==> config.mk <==
export PLATFORM = sky130hd
export DESIGN_NAME = axi_mem_window_bridge_flat
export DESIGN_NICKNAME = d
export VERILOG_FILES = /design/src/rtl/axi_mem_window_bridge_if.sv /design/src/rtl/axi_mem_window_bridge.sv /design/src/flat_wrapper.sv
export SDC_FILE = /design/constraint.sdc
export NUM_CORES = 1
export LEC_CHECK = 0
export CORE_AREA = 2 2 224 226
export CTS_CLUSTER_SIZE = 40
export DETAILED_ROUTE_END_ITERATION = 7
export DIE_AREA = 0 0 226 228
export GPL_ROUTABILITY_DRIVEN = 0
export HOLD_SLACK_MARGIN = 0.1
export SLEW_MARGIN = 20
export SYNTH_ARGS = -nofsm -noshare
export SYNTH_HDL_FRONTEND = slang
export SYNTH_SLANG_ARGS = --single-unit
==> constraint.sdc <==
create_clock -name clock -period 3.55 [get_ports clock]
set_input_delay 0.71 -clock clock [delete_from_list [all_inputs] [get_ports clock]]
set_output_delay 0.71 -clock clock [all_outputs]
set_load 0.005 [all_outputs]
==> src/rtl/axi_mem_window_bridge_if.sv <==
// AXI4 bundle (AR/AW/W/B/R) used on both sides of axi_mem_window_bridge.
interface axi_mem_window_bridge_if #(
  parameter int ADDR_W = 32,
  parameter int DATA_W = 64,
  parameter int ID_W   = 6
);
  localparam int STRB_W = DATA_W / 8;

  logic              ar_valid, ar_ready;
  logic [ADDR_W-1:0] ar_addr;
  logic [ID_W-1:0]   ar_id;
  logic [7:0]        ar_len;
  logic [2:0]        ar_size;
  logic [1:0]        ar_burst;
  logic              ar_lock;
  logic [3:0]        ar_cache;
  logic [2:0]        ar_prot;
  logic [3:0]        ar_qos;

  logic              aw_valid, aw_ready;
  logic [ADDR_W-1:0] aw_addr;
  logic [ID_W-1:0]   aw_id;
  logic [7:0]        aw_len;
  logic [2:0]        aw_size;
  logic [1:0]        aw_burst;
  logic              aw_lock;
  logic [3:0]        aw_cache;
  logic [2:0]        aw_prot;
  logic [3:0]        aw_qos;

  logic              w_valid, w_ready;
  logic [DATA_W-1:0] w_data;
  logic [STRB_W-1:0] w_strb;
  logic              w_last;

  logic              b_valid, b_ready;
  logic [ID_W-1:0]   b_id;
  logic [1:0]        b_resp;

  logic              r_valid, r_ready;
  logic [ID_W-1:0]   r_id;
  logic [DATA_W-1:0] r_data;
  logic [1:0]        r_resp;
  logic              r_last;

  modport master (
    output ar_valid, ar_addr, ar_id, ar_len, ar_size, ar_burst, ar_lock, ar_cache, ar_prot, ar_qos,
    input  ar_ready,
    output aw_valid, aw_addr, aw_id, aw_len, aw_size, aw_burst, aw_lock, aw_cache, aw_prot, aw_qos,
    input  aw_ready,
    output w_valid, w_data, w_strb, w_last,
    input  w_ready,
    input  b_valid, b_id, b_resp,
    output b_ready,
    input  r_valid, r_id, r_data, r_resp, r_last,
    output r_ready
  );

  modport slave (
    input  ar_valid, ar_addr, ar_id, ar_len, ar_size, ar_burst, ar_lock, ar_cache, ar_prot, ar_qos,
    output ar_ready,
    input  aw_valid, aw_addr, aw_id, aw_len, aw_size, aw_burst, aw_lock, aw_cache, aw_prot, aw_qos,
    output aw_ready,
    input  w_valid, w_data, w_strb, w_last,
    output w_ready,
    output b_valid, b_id, b_resp,
    input  b_ready,
    output r_valid, r_id, r_data, r_resp, r_last,
    input  r_ready
  );
endinterface

==> src/rtl/axi_mem_window_bridge.sv <==
// Rocket io_mem_axi -> PS S_AXI HP bridge: window remap, AR/AW slices, outstanding limit, local DECERR.
// Optional MEM_WINDOW_ERR_LOG_EN adds err_count/err_addr for rejected requests.
module axi_mem_window_bridge #(
  parameter int              ADDR_W   = 32,
  parameter int              DATA_W   = 64,
  parameter int              ID_W     = 6,
  parameter int              WIN_BITS = 28,
  parameter logic [ADDR_W-1:0] SRC_BASE = 32'h8000_0000,
  parameter logic [ADDR_W-1:0] DST_BASE = 32'h1000_0000,
  parameter int              MAX_OUT  = 8
) (
  input  logic clock,
  input  logic reset_n,
  axi_mem_window_bridge_if.slave  s,
  axi_mem_window_bridge_if.master m
`ifdef MEM_WINDOW_ERR_LOG_EN
  ,
  output logic [15:0]       err_count,
  output logic [ADDR_W-1:0] err_addr
`endif
);
  localparam int AX_W = ADDR_W + ID_W + 8 + 3 + 2 + 1 + 4 + 3 + 4;

  localparam logic [1:0] RD_IDLE = 2'd0;
  localparam logic [1:0] RD_WAIT = 2'd1;
  localparam logic [1:0] RD_ERR  = 2'd2;

  localparam logic [2:0] WR_IDLE  = 3'd0;
  localparam logic [2:0] WR_WAIT  = 3'd1;
  localparam logic [2:0] WR_SINK  = 3'd2;
  localparam logic [2:0] WR_DRAIN = 3'd3;
  localparam logic [2:0] WR_RESP  = 3'd4;

  function automatic logic [ADDR_W-1:0] remap(input logic [ADDR_W-1:0] a);
    return {DST_BASE[ADDR_W-1:WIN_BITS], a[WIN_BITS-1:0]};
  endfunction

  logic            run;
  logic [1:0]      rd_state;
  logic [2:0]      wr_state;
  logic            ar_full, aw_full;
  logic [AX_W-1:0] ar_q, aw_q;
  logic [7:0]      rd_cnt, wr_cnt;
  logic [8:0]      wbursts;
  logic [ID_W-1:0] err_rid, err_bid;
  logic [7:0]      err_rlen, rbeat;

  logic ar_legal, aw_legal, ar_hs, aw_hs, m_ar_hs, m_aw_hs, m_r_done, m_b_hs, m_w_done;
  logic err_r, err_b, sink, fwd;

  assign ar_legal = s.ar_addr[ADDR_W-1:WIN_BITS] == SRC_BASE[ADDR_W-1:WIN_BITS];
  assign aw_legal = s.aw_addr[ADDR_W-1:WIN_BITS] == SRC_BASE[ADDR_W-1:WIN_BITS];
  assign ar_hs    = s.ar_valid & s.ar_ready;
  assign aw_hs    = s.aw_valid & s.aw_ready;
  assign m_ar_hs  = m.ar_valid & m.ar_ready;
  assign m_aw_hs  = m.aw_valid & m.aw_ready;
  assign m_r_done = m.r_valid & m.r_ready & m.r_last;
  assign m_b_hs   = m.b_valid & m.b_ready;
  assign m_w_done = m.w_valid & m.w_ready & m.w_last;

  always_ff @(posedge clock or negedge reset_n) begin
    if (!reset_n) run <= 1'b0;
    else          run <= 1'b1;
  end

  // A held slice entry counts against the limit so rd_cnt/wr_cnt can never exceed MAX_OUT.
  assign s.ar_ready = run && rd_state == RD_IDLE && (!ar_full || m.ar_ready) &&
                      ({1'b0, rd_cnt} + {8'd0, ar_full} < 9'(MAX_OUT));
  assign s.aw_ready = run && wr_state == WR_IDLE && (!aw_full || m.aw_ready) &&
                      ({1'b0, wr_cnt} + {8'd0, aw_full} < 9'(MAX_OUT));

  always_ff @(posedge clock or negedge reset_n) begin
    if (!reset_n) begin
      ar_full <= 1'b0;
      ar_q    <= '0;
      aw_full <= 1'b0;
      aw_q    <= '0;
    end else begin
      if (ar_hs && ar_legal) begin
        ar_full <= 1'b1;
        ar_q    <= {remap(s.ar_addr), s.ar_id, s.ar_len, s.ar_size, s.ar_burst,
                    s.ar_lock, s.ar_cache, s.ar_prot, s.ar_qos};
      end else if (m_ar_hs) begin
        ar_full <= 1'b0;
      end
      if (aw_hs && aw_legal) begin
        aw_full <= 1'b1;
        aw_q    <= {remap(s.aw_addr), s.aw_id, s.aw_len, s.aw_size, s.aw_burst,
                    s.aw_lock, s.aw_cache, s.aw_prot, s.aw_qos};
      end else if (m_aw_hs) begin
        aw_full <= 1'b0;
      end
    end
  end

  assign m.ar_valid = ar_full;
  assign {m.ar_addr, m.ar_id, m.ar_len, m.ar_size, m.ar_burst,
          m.ar_lock, m.ar_cache, m.ar_prot, m.ar_qos} = ar_q;
  assign m.aw_valid = aw_full;
  assign {m.aw_addr, m.aw_id, m.aw_len, m.aw_size, m.aw_burst,
          m.aw_lock, m.aw_cache, m.aw_prot, m.aw_qos} = aw_q;

  always_ff @(posedge clock or negedge reset_n) begin
    if (!reset_n) begin
      rd_cnt  <= '0;
      wr_cnt  <= '0;
      wbursts <= '0;
    end else begin
      case ({m_ar_hs, m_r_done})
        2'b10:   rd_cnt <= rd_cnt + 8'd1;
        2'b01:   rd_cnt <= rd_cnt - 8'd1;
        default: rd_cnt <= rd_cnt;
      endcase
      case ({m_aw_hs, m_b_hs})
        2'b10:   wr_cnt <= wr_cnt + 8'd1;
        2'b01:   wr_cnt <= wr_cnt - 8'd1;
        default: wr_cnt <= wr_cnt;
      endcase
      case ({aw_hs && aw_legal, m_w_done})
        2'b10:   wbursts <= wbursts + 9'd1;
        2'b01:   wbursts <= wbursts - 9'd1;
        default: wbursts <= wbursts;
      endcase
    end
  end

  always_ff @(posedge clock or negedge reset_n) begin
    if (!reset_n) begin
      rd_state <= RD_IDLE;
      err_rid  <= '0;
      err_rlen <= '0;
      rbeat    <= '0;
    end else begin
      case (rd_state)
        RD_IDLE: if (ar_hs && !ar_legal) begin
          rd_state <= RD_WAIT;
          err_rid  <= s.ar_id;
          err_rlen <= s.ar_len;
          rbeat    <= '0;
        end
        RD_WAIT: if (rd_cnt == 8'd0 && !ar_full) rd_state <= RD_ERR;
        RD_ERR: if (s.r_ready) begin
          rbeat <= rbeat + 8'd1;
          if (rbeat == err_rlen) rd_state <= RD_IDLE;
        end
        default: rd_state <= RD_IDLE;
      endcase
    end
  end

  always_ff @(posedge clock or negedge reset_n) begin
    if (!reset_n) begin
      wr_state <= WR_IDLE;
      err_bid  <= '0;
    end else begin
      case (wr_state)
        WR_IDLE: if (aw_hs && !aw_legal) begin
          wr_state <= WR_WAIT;
          err_bid  <= s.aw_id;
        end
        WR_WAIT:  if (wbursts == 9'd0) wr_state <= WR_SINK;
        WR_SINK:  if (s.w_valid && s.w_last) wr_state <= WR_DRAIN;
        WR_DRAIN: if (wr_cnt == 8'd0 && !aw_full) wr_state <= WR_RESP;
        WR_RESP:  if (s.b_ready) wr_state <= WR_IDLE;
        default:  wr_state <= WR_IDLE;
      endcase
    end
  end

  // PS responses keep flowing while an error waits for older bursts to retire;
  // only the DECERR beats themselves take over the upstream R/B channel.
  assign err_r     = rd_state == RD_ERR;
  assign s.r_valid = err_r ? 1'b1 : m.r_valid;
  assign s.r_id    = err_r ? err_rid : m.r_id;
  assign s.r_data  = err_r ? '0 : m.r_data;
  assign s.r_resp  = err_r ? 2'b11 : m.r_resp;
  assign s.r_last  = err_r ? (rbeat == err_rlen) : m.r_last;
  assign m.r_ready = !err_r && s.r_ready;

  assign err_b     = wr_state == WR_RESP;
  assign s.b_valid = err_b ? 1'b1 : m.b_valid;
  assign s.b_id    = err_b ? err_bid : m.b_id;
  assign s.b_resp  = err_b ? 2'b11 : m.b_resp;
  assign m.b_ready = !err_b && s.b_ready;

  assign sink      = wr_state == WR_SINK;
  assign fwd       = wbursts != 9'd0 && !sink;
  assign m.w_valid = fwd && s.w_valid;
  assign m.w_data  = s.w_data;
  assign m.w_strb  = s.w_strb;
  assign m.w_last  = s.w_last;
  assign s.w_ready = sink || (fwd && m.w_ready);

`ifdef MEM_WINDOW_ERR_LOG_EN
  logic        rej_ar, rej_aw;
  logic [16:0] err_sum;
  assign rej_ar  = ar_hs && !ar_legal;
  assign rej_aw  = aw_hs && !aw_legal;
  assign err_sum = {1'b0, err_count} + {16'd0, rej_ar} + {16'd0, rej_aw};

  always_ff @(posedge clock or negedge reset_n) begin
    if (!reset_n) begin
      err_count <= '0;
      err_addr  <= '0;
    end else begin
      err_count <= err_sum[16] ? 16'hFFFF : err_sum[15:0];
      if (rej_ar)      err_addr <= s.ar_addr;
      else if (rej_aw) err_addr <= s.aw_addr;
    end
  end
`endif
endmodule

==> src/flat_wrapper.sv <==
// flat-port wrapper written by rule: the top's interface ports become plain ports
module axi_mem_window_bridge_flat 
#(
  parameter int              ADDR_W   = 32,
  parameter int              DATA_W   = 64,
  parameter int              ID_W     = 6,
  parameter int              WIN_BITS = 28,
  parameter logic [ADDR_W-1:0] SRC_BASE = 32'h8000_0000,
  parameter logic [ADDR_W-1:0] DST_BASE = 32'h1000_0000,
  parameter int              MAX_OUT  = 8
)
  (clock, reset_n, s_ar_valid, s_ar_addr, s_ar_id, s_ar_len, s_ar_size, s_ar_burst, s_ar_lock, s_ar_cache, s_ar_prot, s_ar_qos, s_ar_ready, s_aw_valid, s_aw_addr, s_aw_id, s_aw_len, s_aw_size, s_aw_burst, s_aw_lock, s_aw_cache, s_aw_prot, s_aw_qos, s_aw_ready, s_w_valid, s_w_data, s_w_strb, s_w_last, s_w_ready, s_b_valid, s_b_id, s_b_resp, s_b_ready, s_r_valid, s_r_id, s_r_data, s_r_resp, s_r_last, s_r_ready, m_ar_valid, m_ar_addr, m_ar_id, m_ar_len, m_ar_size, m_ar_burst, m_ar_lock, m_ar_cache, m_ar_prot, m_ar_qos, m_ar_ready, m_aw_valid, m_aw_addr, m_aw_id, m_aw_len, m_aw_size, m_aw_burst, m_aw_lock, m_aw_cache, m_aw_prot, m_aw_qos, m_aw_ready, m_w_valid, m_w_data, m_w_strb, m_w_last, m_w_ready, m_b_valid, m_b_id, m_b_resp, m_b_ready, m_r_valid, m_r_id, m_r_data, m_r_resp, m_r_last, m_r_ready);
  axi_mem_window_bridge_if #(.ADDR_W(ADDR_W), .DATA_W(DATA_W), .ID_W(ID_W)) s_i ();
  axi_mem_window_bridge_if #(.ADDR_W(ADDR_W), .DATA_W(DATA_W), .ID_W(ID_W)) m_i ();
  input  logic clock;
  input  logic reset_n;
  input wire logic [$bits(s_i.ar_valid)-1:0] s_ar_valid;
  input wire logic [$bits(s_i.ar_addr)-1:0] s_ar_addr;
  input wire logic [$bits(s_i.ar_id)-1:0] s_ar_id;
  input wire logic [$bits(s_i.ar_len)-1:0] s_ar_len;
  input wire logic [$bits(s_i.ar_size)-1:0] s_ar_size;
  input wire logic [$bits(s_i.ar_burst)-1:0] s_ar_burst;
  input wire logic [$bits(s_i.ar_lock)-1:0] s_ar_lock;
  input wire logic [$bits(s_i.ar_cache)-1:0] s_ar_cache;
  input wire logic [$bits(s_i.ar_prot)-1:0] s_ar_prot;
  input wire logic [$bits(s_i.ar_qos)-1:0] s_ar_qos;
  output wire logic [$bits(s_i.ar_ready)-1:0] s_ar_ready;
  input wire logic [$bits(s_i.aw_valid)-1:0] s_aw_valid;
  input wire logic [$bits(s_i.aw_addr)-1:0] s_aw_addr;
  input wire logic [$bits(s_i.aw_id)-1:0] s_aw_id;
  input wire logic [$bits(s_i.aw_len)-1:0] s_aw_len;
  input wire logic [$bits(s_i.aw_size)-1:0] s_aw_size;
  input wire logic [$bits(s_i.aw_burst)-1:0] s_aw_burst;
  input wire logic [$bits(s_i.aw_lock)-1:0] s_aw_lock;
  input wire logic [$bits(s_i.aw_cache)-1:0] s_aw_cache;
  input wire logic [$bits(s_i.aw_prot)-1:0] s_aw_prot;
  input wire logic [$bits(s_i.aw_qos)-1:0] s_aw_qos;
  output wire logic [$bits(s_i.aw_ready)-1:0] s_aw_ready;
  input wire logic [$bits(s_i.w_valid)-1:0] s_w_valid;
  input wire logic [$bits(s_i.w_data)-1:0] s_w_data;
  input wire logic [$bits(s_i.w_strb)-1:0] s_w_strb;
  input wire logic [$bits(s_i.w_last)-1:0] s_w_last;
  output wire logic [$bits(s_i.w_ready)-1:0] s_w_ready;
  output wire logic [$bits(s_i.b_valid)-1:0] s_b_valid;
  output wire logic [$bits(s_i.b_id)-1:0] s_b_id;
  output wire logic [$bits(s_i.b_resp)-1:0] s_b_resp;
  input wire logic [$bits(s_i.b_ready)-1:0] s_b_ready;
  output wire logic [$bits(s_i.r_valid)-1:0] s_r_valid;
  output wire logic [$bits(s_i.r_id)-1:0] s_r_id;
  output wire logic [$bits(s_i.r_data)-1:0] s_r_data;
  output wire logic [$bits(s_i.r_resp)-1:0] s_r_resp;
  output wire logic [$bits(s_i.r_last)-1:0] s_r_last;
  input wire logic [$bits(s_i.r_ready)-1:0] s_r_ready;
  output wire logic [$bits(m_i.ar_valid)-1:0] m_ar_valid;
  output wire logic [$bits(m_i.ar_addr)-1:0] m_ar_addr;
  output wire logic [$bits(m_i.ar_id)-1:0] m_ar_id;
  output wire logic [$bits(m_i.ar_len)-1:0] m_ar_len;
  output wire logic [$bits(m_i.ar_size)-1:0] m_ar_size;
  output wire logic [$bits(m_i.ar_burst)-1:0] m_ar_burst;
  output wire logic [$bits(m_i.ar_lock)-1:0] m_ar_lock;
  output wire logic [$bits(m_i.ar_cache)-1:0] m_ar_cache;
  output wire logic [$bits(m_i.ar_prot)-1:0] m_ar_prot;
  output wire logic [$bits(m_i.ar_qos)-1:0] m_ar_qos;
  input wire logic [$bits(m_i.ar_ready)-1:0] m_ar_ready;
  output wire logic [$bits(m_i.aw_valid)-1:0] m_aw_valid;
  output wire logic [$bits(m_i.aw_addr)-1:0] m_aw_addr;
  output wire logic [$bits(m_i.aw_id)-1:0] m_aw_id;
  output wire logic [$bits(m_i.aw_len)-1:0] m_aw_len;
  output wire logic [$bits(m_i.aw_size)-1:0] m_aw_size;
  output wire logic [$bits(m_i.aw_burst)-1:0] m_aw_burst;
  output wire logic [$bits(m_i.aw_lock)-1:0] m_aw_lock;
  output wire logic [$bits(m_i.aw_cache)-1:0] m_aw_cache;
  output wire logic [$bits(m_i.aw_prot)-1:0] m_aw_prot;
  output wire logic [$bits(m_i.aw_qos)-1:0] m_aw_qos;
  input wire logic [$bits(m_i.aw_ready)-1:0] m_aw_ready;
  output wire logic [$bits(m_i.w_valid)-1:0] m_w_valid;
  output wire logic [$bits(m_i.w_data)-1:0] m_w_data;
  output wire logic [$bits(m_i.w_strb)-1:0] m_w_strb;
  output wire logic [$bits(m_i.w_last)-1:0] m_w_last;
  input wire logic [$bits(m_i.w_ready)-1:0] m_w_ready;
  input wire logic [$bits(m_i.b_valid)-1:0] m_b_valid;
  input wire logic [$bits(m_i.b_id)-1:0] m_b_id;
  input wire logic [$bits(m_i.b_resp)-1:0] m_b_resp;
  output wire logic [$bits(m_i.b_ready)-1:0] m_b_ready;
  input wire logic [$bits(m_i.r_valid)-1:0] m_r_valid;
  input wire logic [$bits(m_i.r_id)-1:0] m_r_id;
  input wire logic [$bits(m_i.r_data)-1:0] m_r_data;
  input wire logic [$bits(m_i.r_resp)-1:0] m_r_resp;
  input wire logic [$bits(m_i.r_last)-1:0] m_r_last;
  output wire logic [$bits(m_i.r_ready)-1:0] m_r_ready;
  assign s_i.ar_valid = s_ar_valid;
  assign s_i.ar_addr = s_ar_addr;
  assign s_i.ar_id = s_ar_id;
  assign s_i.ar_len = s_ar_len;
  assign s_i.ar_size = s_ar_size;
  assign s_i.ar_burst = s_ar_burst;
  assign s_i.ar_lock = s_ar_lock;
  assign s_i.ar_cache = s_ar_cache;
  assign s_i.ar_prot = s_ar_prot;
  assign s_i.ar_qos = s_ar_qos;
  assign s_ar_ready = s_i.ar_ready;
  assign s_i.aw_valid = s_aw_valid;
  assign s_i.aw_addr = s_aw_addr;
  assign s_i.aw_id = s_aw_id;
  assign s_i.aw_len = s_aw_len;
  assign s_i.aw_size = s_aw_size;
  assign s_i.aw_burst = s_aw_burst;
  assign s_i.aw_lock = s_aw_lock;
  assign s_i.aw_cache = s_aw_cache;
  assign s_i.aw_prot = s_aw_prot;
  assign s_i.aw_qos = s_aw_qos;
  assign s_aw_ready = s_i.aw_ready;
  assign s_i.w_valid = s_w_valid;
  assign s_i.w_data = s_w_data;
  assign s_i.w_strb = s_w_strb;
  assign s_i.w_last = s_w_last;
  assign s_w_ready = s_i.w_ready;
  assign s_b_valid = s_i.b_valid;
  assign s_b_id = s_i.b_id;
  assign s_b_resp = s_i.b_resp;
  assign s_i.b_ready = s_b_ready;
  assign s_r_valid = s_i.r_valid;
  assign s_r_id = s_i.r_id;
  assign s_r_data = s_i.r_data;
  assign s_r_resp = s_i.r_resp;
  assign s_r_last = s_i.r_last;
  assign s_i.r_ready = s_r_ready;
  assign m_ar_valid = m_i.ar_valid;
  assign m_ar_addr = m_i.ar_addr;
  assign m_ar_id = m_i.ar_id;
  assign m_ar_len = m_i.ar_len;
  assign m_ar_size = m_i.ar_size;
  assign m_ar_burst = m_i.ar_burst;
  assign m_ar_lock = m_i.ar_lock;
  assign m_ar_cache = m_i.ar_cache;
  assign m_ar_prot = m_i.ar_prot;
  assign m_ar_qos = m_i.ar_qos;
  assign m_i.ar_ready = m_ar_ready;
  assign m_aw_valid = m_i.aw_valid;
  assign m_aw_addr = m_i.aw_addr;
  assign m_aw_id = m_i.aw_id;
  assign m_aw_len = m_i.aw_len;
  assign m_aw_size = m_i.aw_size;
  assign m_aw_burst = m_i.aw_burst;
  assign m_aw_lock = m_i.aw_lock;
  assign m_aw_cache = m_i.aw_cache;
  assign m_aw_prot = m_i.aw_prot;
  assign m_aw_qos = m_i.aw_qos;
  assign m_i.aw_ready = m_aw_ready;
  assign m_w_valid = m_i.w_valid;
  assign m_w_data = m_i.w_data;
  assign m_w_strb = m_i.w_strb;
  assign m_w_last = m_i.w_last;
  assign m_i.w_ready = m_w_ready;
  assign m_i.b_valid = m_b_valid;
  assign m_i.b_id = m_b_id;
  assign m_i.b_resp = m_b_resp;
  assign m_b_ready = m_i.b_ready;
  assign m_i.r_valid = m_r_valid;
  assign m_i.r_id = m_r_id;
  assign m_i.r_data = m_r_data;
  assign m_i.r_resp = m_r_resp;
  assign m_i.r_last = m_r_last;
  assign m_r_ready = m_i.r_ready;
  axi_mem_window_bridge #(.ADDR_W(ADDR_W), .DATA_W(DATA_W), .ID_W(ID_W), .WIN_BITS(WIN_BITS), .SRC_BASE(SRC_BASE), .DST_BASE(DST_BASE), .MAX_OUT(MAX_OUT)) u_core (.clock(clock), .reset_n(reset_n), .s(s_i), .m(m_i));
endmodule
==> summary.txt <==
Synth
  – Mean post-synth cell area: around 11 µm²
  – Synthesis-stage register bit count: 181
  – Post-synth top area cell: dfrtp_1
  – Mapped cell area: 9680 µm²
  – Synth cell types: 56
  – Synth cell count leaders: dfrtp_1, nand2_1, buf_4, and2_1, mux2_2
  – Synth warn: 0
  – Post-synth EDFFs: 0
  – Post-synth top area share: 46.8%
  – Seq/Total Area, Yosys: roughly 47%
  – Ys async rst share: between 90% and 100%
  – Top-count cell post-synth: dfrtp_1
  – Main flop type after synthesis: dfrtp_1
  – Cells after Synth: 866
  – Top post-synthesis cells by area: dfrtp_1, mux2_2, mux2_4

Layout
  – Multi-input logic area: around 4300 µm²
  – Post-Layout Inst Area: 15000 µm²
  – Fin nets: 1559
  – Share of layout cells above drive strength 1: 15.4%
  – Register cell area after layout: 4530 µm²
  – Area growth syn-to-layout: 54.6%
  – Fill cells: 5128

STA
  – Part of the cycle the worst path needs: 93.1%
  – Count of final setup violators: 0
  – Actual slew at the worst max-slew pin: ~0.7 ns
  – Headroom to the max-slew limit: around 53%
  – F_max: 303 MHz
  – Post-route setup slack: 0.245 ns
  – Unrepaired setup endpoints after global routing: no
  – Tmin final: 3.30 ns
  – Final Skew: 0.0129 ns
  – Hold Fails Final Rpt: 0
  – Final max-slew violation count: 0

Setup path
  – Worst Path Arrival: 3.66 ns
  – Critical path cell sequence: or4_1, nor4_2, nand2b_1, nor3_1, ha_1, fa_1, a21oi_1, o221ai_1, a21oi_1, mux2i_1, a32o_1
  – Critical Path RT: 3.91 ns
  – CP dominant cell by count: a21oi_1
  – Crit end category: register
  – Crit-path max FO: 5
  – CP max stage delay: about 0.54 ns
  – Critical path launch point type: register
  – Crit-path slowest cell: or4_1
  – Critical path buffers and inverters: 0
  – Critical path class: register to register
  – Kind of cell adding the most delay to the critical path: simple AND/OR/NAND/NOR gates

Status
  – Outcome: completed

Placed design
  – Detailed Place HPWL: 25200 µm
  – Place WS: -0.122 ns
  – Post-DP Area: around 14000 µm²
  – Buffers on Ports: between 400 and 500

Power and ir drop
  – Pwr Density: 553 nW/µm²
  – Pint: around 0.0056 W
  – Flop pwr share: 36.1%
  – Combinational Power Share: 39.5%
  – Max VDD drop: around 0.34 mV
  – Psw: 0.00263 W
  – Clock power frac: 24.5%
  – Sw Ratio: 31.8%
  – Leakage: 6.53 nW

Clock tree
  – Num Clock Sinks: 181
  – Setup bufs post-CTS: 0
  – CTS buffer count: 17
  – Clk Latency, worst-skew pair: around 0.47 ns
  – CTS H-tree depth: 4
  – CTS clk-pin slew, worst paths: about 0.070 ns
  – CTS tree: yes
  – Root buf cell: clkbuf_16
  – Clk buf depth: 2

Drt
  – Detailed-route DRC error count: 0
  – Vias: roughly 7700
  – DR pass1 iterations: 6
  – Routed len/inst: around 16 µm
  – Vias per cell: roughly 4
  – Antenna-violating nets left: 0
  – Initial DRC Count: about 240
  – DRT Wirelength: 31500 µm

Global routing
  – Initial antenna violation count: 1
  – Pin count of the biggest net entering global routing: 77
  – Total GRT Usage: 12.3%
  – Vias in the first global route: approximately 8300
  – First-pass GRT wire length: 47400 µm
  – Grt ovf: 0

Floorplan
  – Ports: between 500 and 600
  – Area of the core: around 50000 µm²
  – Die area: 51500 µm²
  – Die W: ~230 µm
  – Row count: 82
  – Initial Util: 19.6%
  – Die height: between 200 and 250 µm

Min path
  – Worst hold path type: primary input to async pin

Run
  – Max Cap Violations: 0
final timing paths:
path                                        start           endpoint  slack (ns)  depth (start not counted)
worst max register to register  u_core.wbursts[3]  u_core.wbursts[8]        0.25                         11
worst min register to register    u_core.aw_q[59]    u_core.aw_q[59]        0.46                          1
worst max-delay path            u_core.wbursts[3]  u_core.wbursts[8]        0.25                         11
worst min-delay path                      reset_n    u_core.aw_q[22]        0.24                          1
min in group clock                u_core.aw_q[59]    u_core.aw_q[59]        0.46                          1
max in group asynchronous                 reset_n    u_core.ar_q[39]        2.51                          2
flip-flops by register name, summed over array words and instances, names as in the netlist:
name / cells
u_core.ar_q: 60
u_core.aw_q: 60
u_core.wbursts: 9
u_core.err_rlen: 8
u_core.rbeat: 8
u_core.rd_cnt: 8
u_core.wr_cnt: 8
u_core.err_bid: 6
u_core.err_rid: 6
u_core.wr_state: 3
u_core.rd_state: 2
u_core.m.ar_valid: 1
u_core.m.aw_valid: 1
u_core.run: 1
power groups by stage:
stage | registers (W) | logic, W | clock network, W
floorplan | 0.00295 | 0.00160 | 0
global placement | 0.00300 | 0.00326 | 0
detailed placement | 0.00302 | 0.00331 | 0
CTS | 0.00299 | 0.00333 | 0.00211
global route | 0.00305 | 0.00360 | 0.00220
finish | 0.00298 | 0.00326 | 0.00202
metal layers:
layer	GRT usage [%]	up-vias	share of wire (%)
met5	0	-	0
met4	6.13	0	3.7
met3	3.65	42	7.0
met2	22.6	346	52
met1	12.4	3647	37
li1	-	3619	-
placed cells by master (no fill, tap or decap), types with 4 or more instances in the layout:
master / count
and3_1: 11
mux2_2: 67
nand2_1: 110
clkdlybuf4s50_1: 430
a21oi_1: 16
nor2b_1: 5
clkbuf_16: 17
conb_1: 7
a31oi_1: 6
o41ai_1: 5
nor4b_1: 5
o21ai_0: 32
mux2_4: 50
nor3_1: 12
xor2_1: 15
nor3b_1: 11
xnor2_1: 14
nand2b_1: 12
mux2_1: 8
buf_4: 28
nor2_1: 15
buf_12: 5
nand3_1: 15
inv_1: 20
mux2i_1: 4
and2_1: 67
inv_6: 5
ha_1: 23
dfrtp_1: 181
metrics by stage:
stage | total power [W] | instances | hold WS (ns) | util [%] | setup TNS (ns)
5_1_grt | 0.00886 | 1927 | 0.270 | 30.3 | 0
6_report | 0.00827 | 1927 | 0.239 | 30.3 | 0
4_1_cts | 0.00843 | 1926 | 0.251 | 30.3 | 0
3_3_place_gp | 0.00626 | 1894 | 0.453 | 29.0 | -0.185
2_1_floorplan | 0.00455 | 871 | 0.414 | - | 0
3_5_place_dp | 0.00633 | 1894 | 0.452 | 29.0 | -0.176
repair_timing:
action,in CTS,in global routing
hold buffers,0,0
setup endpoints to repair,0,1
resized for setup,0,2
cell families after synthesis:
group / Yosys count / synth area share, %
multiplexers: 129 / 16.9
buffers and inverters: 133 / 9.45
flip-flops: 181 / 46.8
AND/OR/NAND/NOR: 282 / 15.1
other: 2 / 0.0776
XOR/XNOR: 29 / 2.62
AO/OA/AOI/OAI: 84 / 5.42
adder cells (fa/ha/maj): 26 / 3.59
cell type report:
type | count | area share (%)
Antenna cell | 1 | 0.0167
Clock buffer | 20 | 3.05
Clock inverter | 12 | 1.05
Inverter | 20 | 0.502
Multi-Input combinational cell | 557 | 28.6
Sequential cell | 181 | 30.3
Tap cell | 672 | 5.62
Timing Repair Buffer | 464 | 30.9
No activity file was read; power rests on OpenSTA's default activity.
